<file path="config.mk">
export PLATFORM = sky130hd
export DESIGN_NAME = ps2_scancode_rx
export DESIGN_NICKNAME = d
export VERILOG_FILES = /design/src/rtl/ps2_scancode_rx.sv
export SDC_FILE = /design/constraint.sdc
export NUM_CORES = 1
export LEC_CHECK = 0
export BUFFER_PORTS_ARGS = -buffer_cell sky130_fd_sc_hd__buf_2
export CAP_MARGIN = 30
export CORE_MARGIN = 8
export CORE_UTILIZATION = 30
export DETAILED_ROUTE_END_ITERATION = 7
export PLACE_DENSITY = 0.49
export SLEW_MARGIN = 25
export SYNTH_ARGS = -nofsm -noshare
export SYNTH_HDL_FRONTEND = slang
export SYNTH_SLANG_ARGS = --single-unit
</file>
<file path="constraint.sdc">
create_clock -name iCLK -period 2.2 [get_ports iCLK]
set_clock_uncertainty 0.2 [all_clocks]
set_input_delay 0.22 -clock iCLK [delete_from_list [all_inputs] [get_ports iCLK]]
set_output_delay 0.22 -clock iCLK [all_outputs]
set_load 0.01 [all_outputs]
</file>
<file path="src/rtl/ps2_scancode_rx.sv">
// rtl/ps2_scancode_rx.sv - PS/2 set-2 scan code receiver in the pixel clock domain.
// Optional auto-repeat suppression when PS2_TYPEMATIC_FILTER_EN is defined.
module ps2_scancode_rx #(
  parameter int FILTER_LEN = 8,
  parameter int TIMEOUT    = 25000
) (
  input  logic       iCLK,
  input  logic       iRST,
  input  logic       ps2_clk,
  input  logic       ps2_data,
  output logic [7:0] key_in,
  output logic       key_en,
  output logic       key_rel,
  output logic       key_ext,
  output logic       frame_err
);

  localparam int FW = $clog2(FILTER_LEN + 1);
  localparam logic [FW-1:0] FILT_MAX = FW'(FILTER_LEN - 1);
  localparam logic [14:0]   WD_MAX   = 15'(TIMEOUT - 1);

  typedef enum logic [2:0] {S_IDLE, S_START, S_DATA, S_PARITY, S_STOP} state_t;

  state_t        state_q, state_d;
  logic [1:0]    clk_sync_q, clk_sync_d;
  logic [1:0]    dat_sync_q, dat_sync_d;
  logic          filt_q, filt_d;
  logic [FW-1:0] filt_cnt_q, filt_cnt_d;
  logic [14:0]   wd_q, wd_d;
  logic [2:0]    bit_cnt_q, bit_cnt_d;
  logic [7:0]    shift_q, shift_d;
  logic          par_q, par_d;
  logic          ext_pend_q, ext_pend_d;
  logic          brk_pend_q, brk_pend_d;
  logic [7:0]    key_in_q, key_in_d;
  logic          key_ext_q, key_ext_d;
  logic          key_en_q, key_en_d;
  logic          key_rel_q, key_rel_d;
  logic          frame_err_q, frame_err_d;
`ifdef PS2_TYPEMATIC_FILTER_EN
  logic [8:0]    last_make_q, last_make_d;
  logic          lm_vld_q, lm_vld_d;
`endif

  logic fall;
  logic bit_in;
  logic frame_done;
  logic frame_ok;

  always_comb begin
    clk_sync_d  = {clk_sync_q[0], ps2_clk};
    dat_sync_d  = {dat_sync_q[0], ps2_data};
    filt_d      = filt_q;
    filt_cnt_d  = filt_cnt_q;
    state_d     = state_q;
    bit_cnt_d   = bit_cnt_q;
    shift_d     = shift_q;
    par_d       = par_q;
    ext_pend_d  = ext_pend_q;
    brk_pend_d  = brk_pend_q;
    key_in_d    = key_in_q;
    key_ext_d   = key_ext_q;
    key_en_d    = 1'b0;
    key_rel_d   = 1'b0;
    frame_err_d = 1'b0;
`ifdef PS2_TYPEMATIC_FILTER_EN
    last_make_d = last_make_q;
    lm_vld_d    = lm_vld_q;
`endif
    fall       = 1'b0;
    frame_done = 1'b0;
    frame_ok   = 1'b0;
    bit_in     = dat_sync_q[1];

    // Level flips only after FILTER_LEN consecutive disagreeing samples.
    if (clk_sync_q[1] == filt_q) begin
      filt_cnt_d = '0;
    end else if (filt_cnt_q == FILT_MAX) begin
      filt_d     = clk_sync_q[1];
      filt_cnt_d = '0;
      fall       = filt_q;
    end else begin
      filt_cnt_d = filt_cnt_q + 1'b1;
    end

    if (fall || state_q == S_IDLE) wd_d = '0;
    else                           wd_d = wd_q + 15'd1;

    case (state_q)
      S_IDLE: begin
        if (fall && !bit_in) state_d = S_START;
      end
      S_START: begin
        bit_cnt_d = '0;
        state_d   = S_DATA;
      end
      S_DATA: begin
        if (fall) begin
          shift_d   = {bit_in, shift_q[7:1]};
          bit_cnt_d = bit_cnt_q + 3'd1;
          if (bit_cnt_q == 3'd7) state_d = S_PARITY;
        end
      end
      S_PARITY: begin
        if (fall) begin
          par_d   = bit_in;
          state_d = S_STOP;
        end
      end
      S_STOP: begin
        if (fall) begin
          frame_done = 1'b1;
          frame_ok   = (^shift_q ^ par_q) & bit_in;
          state_d    = S_IDLE;
        end
      end
      default: state_d = S_IDLE;
    endcase

    if (!fall && state_q != S_IDLE && wd_q == WD_MAX) begin
      state_d     = S_IDLE;
      frame_err_d = 1'b1;
      ext_pend_d  = 1'b0;
      brk_pend_d  = 1'b0;
    end

    if (frame_done) begin
      if (!frame_ok) begin
        frame_err_d = 1'b1;
        ext_pend_d  = 1'b0;
        brk_pend_d  = 1'b0;
      end else if (shift_q == 8'hE0) begin
        ext_pend_d = 1'b1;
      end else if (shift_q == 8'hF0) begin
        brk_pend_d = 1'b1;
      end else begin
        key_in_d   = shift_q;
        key_ext_d  = ext_pend_q;
        ext_pend_d = 1'b0;
        brk_pend_d = 1'b0;
        if (brk_pend_q) begin
          key_rel_d = 1'b1;
`ifdef PS2_TYPEMATIC_FILTER_EN
          if (last_make_q == {ext_pend_q, shift_q}) lm_vld_d = 1'b0;
`endif
        end else begin
`ifdef PS2_TYPEMATIC_FILTER_EN
          key_en_d    = !(lm_vld_q && last_make_q == {ext_pend_q, shift_q});
          last_make_d = {ext_pend_q, shift_q};
          lm_vld_d    = 1'b1;
`else
          key_en_d = 1'b1;
`endif
        end
      end
    end
  end

  always_ff @(posedge iCLK) begin
    if (iRST) begin
      clk_sync_q  <= 2'b11;
      dat_sync_q  <= 2'b11;
      filt_q      <= 1'b1;
      filt_cnt_q  <= '0;
      wd_q        <= '0;
      state_q     <= S_IDLE;
      bit_cnt_q   <= '0;
      shift_q     <= '0;
      par_q       <= 1'b0;
      ext_pend_q  <= 1'b0;
      brk_pend_q  <= 1'b0;
      key_in_q    <= 8'h00;
      key_ext_q   <= 1'b0;
      key_en_q    <= 1'b0;
      key_rel_q   <= 1'b0;
      frame_err_q <= 1'b0;
`ifdef PS2_TYPEMATIC_FILTER_EN
      last_make_q <= '0;
      lm_vld_q    <= 1'b0;
`endif
    end else begin
      clk_sync_q  <= clk_sync_d;
      dat_sync_q  <= dat_sync_d;
      filt_q      <= filt_d;
      filt_cnt_q  <= filt_cnt_d;
      wd_q        <= wd_d;
      state_q     <= state_d;
      bit_cnt_q   <= bit_cnt_d;
      shift_q     <= shift_d;
      par_q       <= par_d;
      ext_pend_q  <= ext_pend_d;
      brk_pend_q  <= brk_pend_d;
      key_in_q    <= key_in_d;
      key_ext_q   <= key_ext_d;
      key_en_q    <= key_en_d;
      key_rel_q   <= key_rel_d;
      frame_err_q <= frame_err_d;
`ifdef PS2_TYPEMATIC_FILTER_EN
      last_make_q <= last_make_d;
      lm_vld_q    <= lm_vld_d;
`endif
    end
  end

  assign key_in    = key_in_q;
  assign key_ext   = key_ext_q;
  assign key_en    = key_en_q;
  assign key_rel   = key_rel_q;
  assign frame_err = frame_err_q;

endmodule

</file>
# Word-level counts from Yosys, hierarchy flattened
# Index checks and enable logic that the tools add are counted.
[totals]
word_cells = 90
input_bits = 4
ff_bits = 53
out_inout_bits = 12
[classes]
muxes = 29
n_reduce_logical = 20
n_eq_ne = 15
bitwise = 7
add_sub_neg = 3
[ops]
columns = ["op", "count"]
rows = [
  ["1-bit two-way mux", 21],
  ["3-bit two-way mux", 6],
  ["8-bit equality test, second input constant", 2],
  ["15-bit by 1-bit adder with 15-bit output, second input constant", 1],
  ["15-bit equality test, second input constant", 1],
  ["3-bit case mux with 5 select lines", 1],
  ["2-bit inequality test, second input constant", 4],
  ["2-bit AND reduction", 4],
  ["8-bit parity", 1],
  ["3-bit by 2-bit equality test with 1-bit output, second input constant", 2],
  ["3-bit equality test, second input constant", 2],
  ["3-bit case mux with 2 select lines", 1],
  ["1-bit NOT", 5],
  ["5-bit AND reduction", 1],
  ["5-bit OR reduction", 1],
  ["4-bit by 1-bit adder with 4-bit output, second input constant", 1],
  ["4-bit by 3-bit equality test with 1-bit output, second input constant", 1],
  ["4-bit AND reduction", 1],
  ["2-bit OR reduction", 2],
  ["3-bit by 1-bit adder with 3-bit output, second input constant", 1],
  ["3-bit by 1-bit equality test with 1-bit output, second input constant", 1],
  ["1-bit logical AND", 3],
  ["3-bit zero test", 1],
  ["3-bit nonzero test", 1],
  ["8 further kinds", 9],
]

# Longest topological paths before layout
[logic_depth]
word_depth = 11
mapped_depth = 7

# Least setup slack after synthesis
# Ideal clock, no wire load.
[synth_timing]
kind = "flip-flop to flip-flop"
from = "reg shift_q[6]"
to = "reg key_ext_q (netlist: key_ext)"
path_stages_with_launch = 7
required_ns = 1.928
arrival_time_ns = 1.766
path_buffers = 1
slack_ns = 0.162
cell_sequence = "dfxtp_1 > ha_1 > xnor3_2 > xnor2_2 > and4_4 > buf_12 > mux2i_1"
[synth_via]
elab_chain_cells = 6
[synth_rtl]
columns = ["item", "line", "source"]
rows = [
  ["start: declaration", "31", "logic [7:0] shift_q, shift_d;"],
  ["start signal: assignment", "189", "shift_q <= shift_d;"],
  ["8-bit parity", "113", "frame_ok = (^shift_q ^ par_q) & bit_in;"],
  ["1-bit XOR", "113", ""],
  ["1-bit AND", "113", ""],
  ["1-bit two-way mux", "111", "if (fall) begin"],
  ["1-bit two-way mux", "89", "case (state_q)"],
  ["4-bit AND reduction (no line) *", "--", ""],
  ["end signal: assignment", "194", "key_ext_q <= key_ext_d;"],
  ["end: declaration", "36", "logic key_ext_q, key_ext_d;"],
]
# Every way passes the cells marked *; elsewhere a longest branch is shown, timed or not.
# A chain may end at the register's enable or synchronous reset.

# Final worst setup path
[layout_timing]
from = "reg shift_q[7]"
to = "reg key_in_q[0] (netlist: key_in[0])"
[layout_via]
elab_chain_cells = 6
[layout_rtl]
columns = ["item", "line", "source"]
rows = [
  ["8-bit parity", "113", ""],
  ["1-bit XOR", "113", ""],
  ["1-bit AND", "113", ""],
  ["1-bit two-way mux", "111", ""],
  ["1-bit two-way mux", "89", ""],
  ["4-bit AND reduction (no line) *", "--", ""],
  ["end signal: assignment", "193", "key_in_q <= key_in_d;"],
  ["end: declaration", "35", "logic [7:0] key_in_q, key_in_d;"],
]
# Marks and branches as above.

==> key figures <==
Status
  – Status: finished clean

CTS
  – CTS tree: yes
  – Clock Tree Root: clkbuf_8
  – Clk sinks: 53
  – CTS clk-pin slew, worst paths: 0.10 ns
  – CTS Buffer Depth: 2
  – Clk Latency, worst-skew pair: ~0.3 ns
  – H-Tree Depth: 2
  – Num CTS Buffers: 5

Synth
  – Synth Register Bits: between 50 and 60
  – Post-synthesis mux area share: approximately 4.2%
  – Synth Area in Simple Gates: between 20 and 30%
  – Cell accounting for the most synthesized area: dfxtp_1
  – Netlist cell types: 41
  – Commonest register cell after synthesis: dfxtp_1
  – Post-Syn Area: between 2000 and 2500 sq um
  – Post-synthesis adder-cell area fraction: about 4.7%
  – Ys Warns: 0
  – Ys async rst share: 0%
  – Sequential cell area fraction in the yosys report: between 40 and 50%
  – Xor/xnor cell area share of the yosys netlist: under 10%
  – Mapped Avg Cell Area: just over 9 sq um
  – Synth Instances: approximately 260
  – EDFF count, synth: 0
  – Post-synthesis compound-gate area fraction: 6.58%
  – Top cells by area, synth: dfxtp_1 (45%), nand2b_1 (5.5%), xnor2_1 (5.2%), ha_1 (4.7%), nor2_1 (4.4%)
  – Syn_nets: 275
  – Largest family of logic cells by synthesized area: simple AND/OR/NAND/NOR gates
  – Share of the synthesized area in the top cell type: approximately 45%

GRT
  – Grt ovf: 0
  – Antenna violations before repair: 0
  – Total GRT Usage: under 10%
  – Largest net degree at the start of global routing: 30
  – Global-route wire length before repair: 7.67 mm
  – Vias in the first global route: 1657

Die
  – Initial Utilization: 30.9%
  – Die extent in y: approximately 100 um
  – Rows: 32
  – Die Wd: roughly 100 um
  – Die footprint: about 11000 sq um
  – Core area: between 7000 and 8000 sq um
  – Ports: 16

STA
  – Setup violations, final: 0
  – Final Hold Viols: 0
  – TNS Setup: 0 ns
  – Final worst path period share: between 90% and 100%
  – Final min period: approximately 2 ns
  – Fin. max-slew vios: 0
  – Rel. slew slack: roughly two thirds
  – FMAX: just under 0.5 GHz
  – RSZ-0062 raised after global routing: no
  – Worst slew pin tran: just over 0.5 ns

Cells and area
  – Share of cells above drive strength 1: between 10% and 20%
  – Final Net Count: about 300
  – Commonest non-fill, non-tap cell in the layout: dfxtp_1
  – ANT cells: 0
  – Area grow syn2layout: 15.1%
  – Most frequent cells in the layout: dfxtp_1 (52), nor2_1 (28), nand2_1 (25)

Critical path
  – CP required: 2.24 ns
  – Critical path class: register to register
  – CP arrival: roughly 2.1 ns
  – CP max FO: 6
  – Worst setup SP type: register
  – Critical Path End Type: register

Placed design
  – RePlAce Congestion: approximately 0.73
  – # port buffers: 15
  – Dpl hpwl: ~3 mm

Drt
  – DR DRC count: 0
  – Final WL: between 4 and 5 mm
  – Post-DR vias/cell: ~4.5
  – Post-route ant nets: 0
  – Pre-antenna DRT Iters: 4
  – Drt wl/cell: 11.6 um
  – Vias post-DR: around 1700
  – Initial DRC count: 72

Hold path
  – Worst hold path type: input pin to register

Power
  – Final Total Pwr: between 1.5 and 2 mW
  – Pleak: 0.925 nW
  – Peak supply drop: ~0.00026 V
  – Power Dens Cells: between 600 and 700 nW/um^2

Run
  – Max-cap violations: 0
[power breakdown]
group / total [mW] / leakage [nW] / internal (mW) / switching, mW
Combinational: 0.0313 / 0.439 / 0.0154 / 0.0159
Sequential: 0.966 / 0.428 / 0.963 / 0.00336
Clock: 0.697 / 0.0574 / 0.370 / 0.327
[metrics by stage]
step,hold slack [ns],worst slack [ns],util (%),std cells,area [sq um]
5_1_grt,0.209,0.0283,35.6,385,2740
2_1_floorplan,0.124,0.162,-,262,2380
3_3_place_gp,0.197,0.0920,33.3,373,2560
4_1_cts,0.145,0.00728,35.1,383,2700
6_report,0.147,0.156,35.6,385,2740
3_5_place_dp,0.196,0.0384,33.3,373,2560
[kinds of logic (layout without fill, tap and decap cells)]
kind of cell,count (synthesis),count (layout)
AOI/OAI and AO/OA,26,26
buffers and inverters,22,42
adders and majority gates,9,9
xor gates and xnor gates,19,19
DFF,53,53
and+or+nand+nor,123,124
muxes,10,10
[worst paths after layout]
| check | cells after the start | from | slack, ns | endpoint |
|---|---|---|---|---|
| worst min-delay path | 2 | iRST | 0.15 | par_q |
| worst max-delay path | 5 | shift_q[7] | 0.16 | key_in[0] |
| worst max register to register | 5 | shift_q[7] | 0.16 | key_in[0] |
| worst min register to register | 1 | clk_sync_q[0] | 0.22 | clk_sync_q[1] |
[cell usage after synthesis, types with 2 or more instances]
cell	n
mux2i_1	10
ha_1	9
nor4bb_1	2
nor2_1	28
nand2_1	25
a21oi_1	14
buf_2	4
clkbuf_1	7
nor4_1	6
nor2b_1	2
or2_2	5
inv_1	10
nand3_1	11
dfxtp_1	53
xor2_1	3
o21ai_0	3
a31oi_1	2
nor3_1	4
nand2b_1	21
xnor2_1	14
nand4_1	7
nand3b_1	2
nor3b_1	2
[final cells by class]
cell class / instances / area (sq um)
Sequential cell: 53 / 1060
Inverter: 10 / 37.5
Multi-Input combinational cell: 188 / 1240
Fill cell: 838 / 4950
Clock buffer: 6 / 82.6
Timing Repair Buffer: 24 / 148
Tap cell: 102 / 128
Clock inverter: 2 / 37.5
[routing by layer]
layer | track usage, % | wire (um)
met5 | 0 | 0
met4 | 2.65 | 38
met3 | 2.64 | 170
met2 | 12.6 | 1890
met1 | 10.4 | 2360
[flip-flops by register name (all words and copies together), names as in the netlist]
register	cells
filt_cnt_q	4
par_q	1
brk_pend_q	1
shift_q	8
dat_sync_q	2
key_en	1
frame_err	1
clk_sync_q	2
key_rel	1
wd_q	15
filt_q	1
bit_cnt_q	3
ext_pend_q	1
key_in	8
state_q	3
key_ext	1
[worst max-delay path, stage by stage, from the launching register on]
cell and delay, ns:
dfxtp_1 0.39, ha_1 0.26, xnor3_2 0.41, xnor2_4 0.19, and4_4 0.33, mux2i_1 0.19
[timing repair]
action | 4_1_cts | 5_1_grt
endpoints found under the hold margin | 2 | 0
gates resized for setup | 0 | 3
buffers inserted | 0 | 1
hold buffers | 2 | 0
setup endpoints to repair | 0 | 11
No activity file was read; power rests on OpenSTA's default activity.
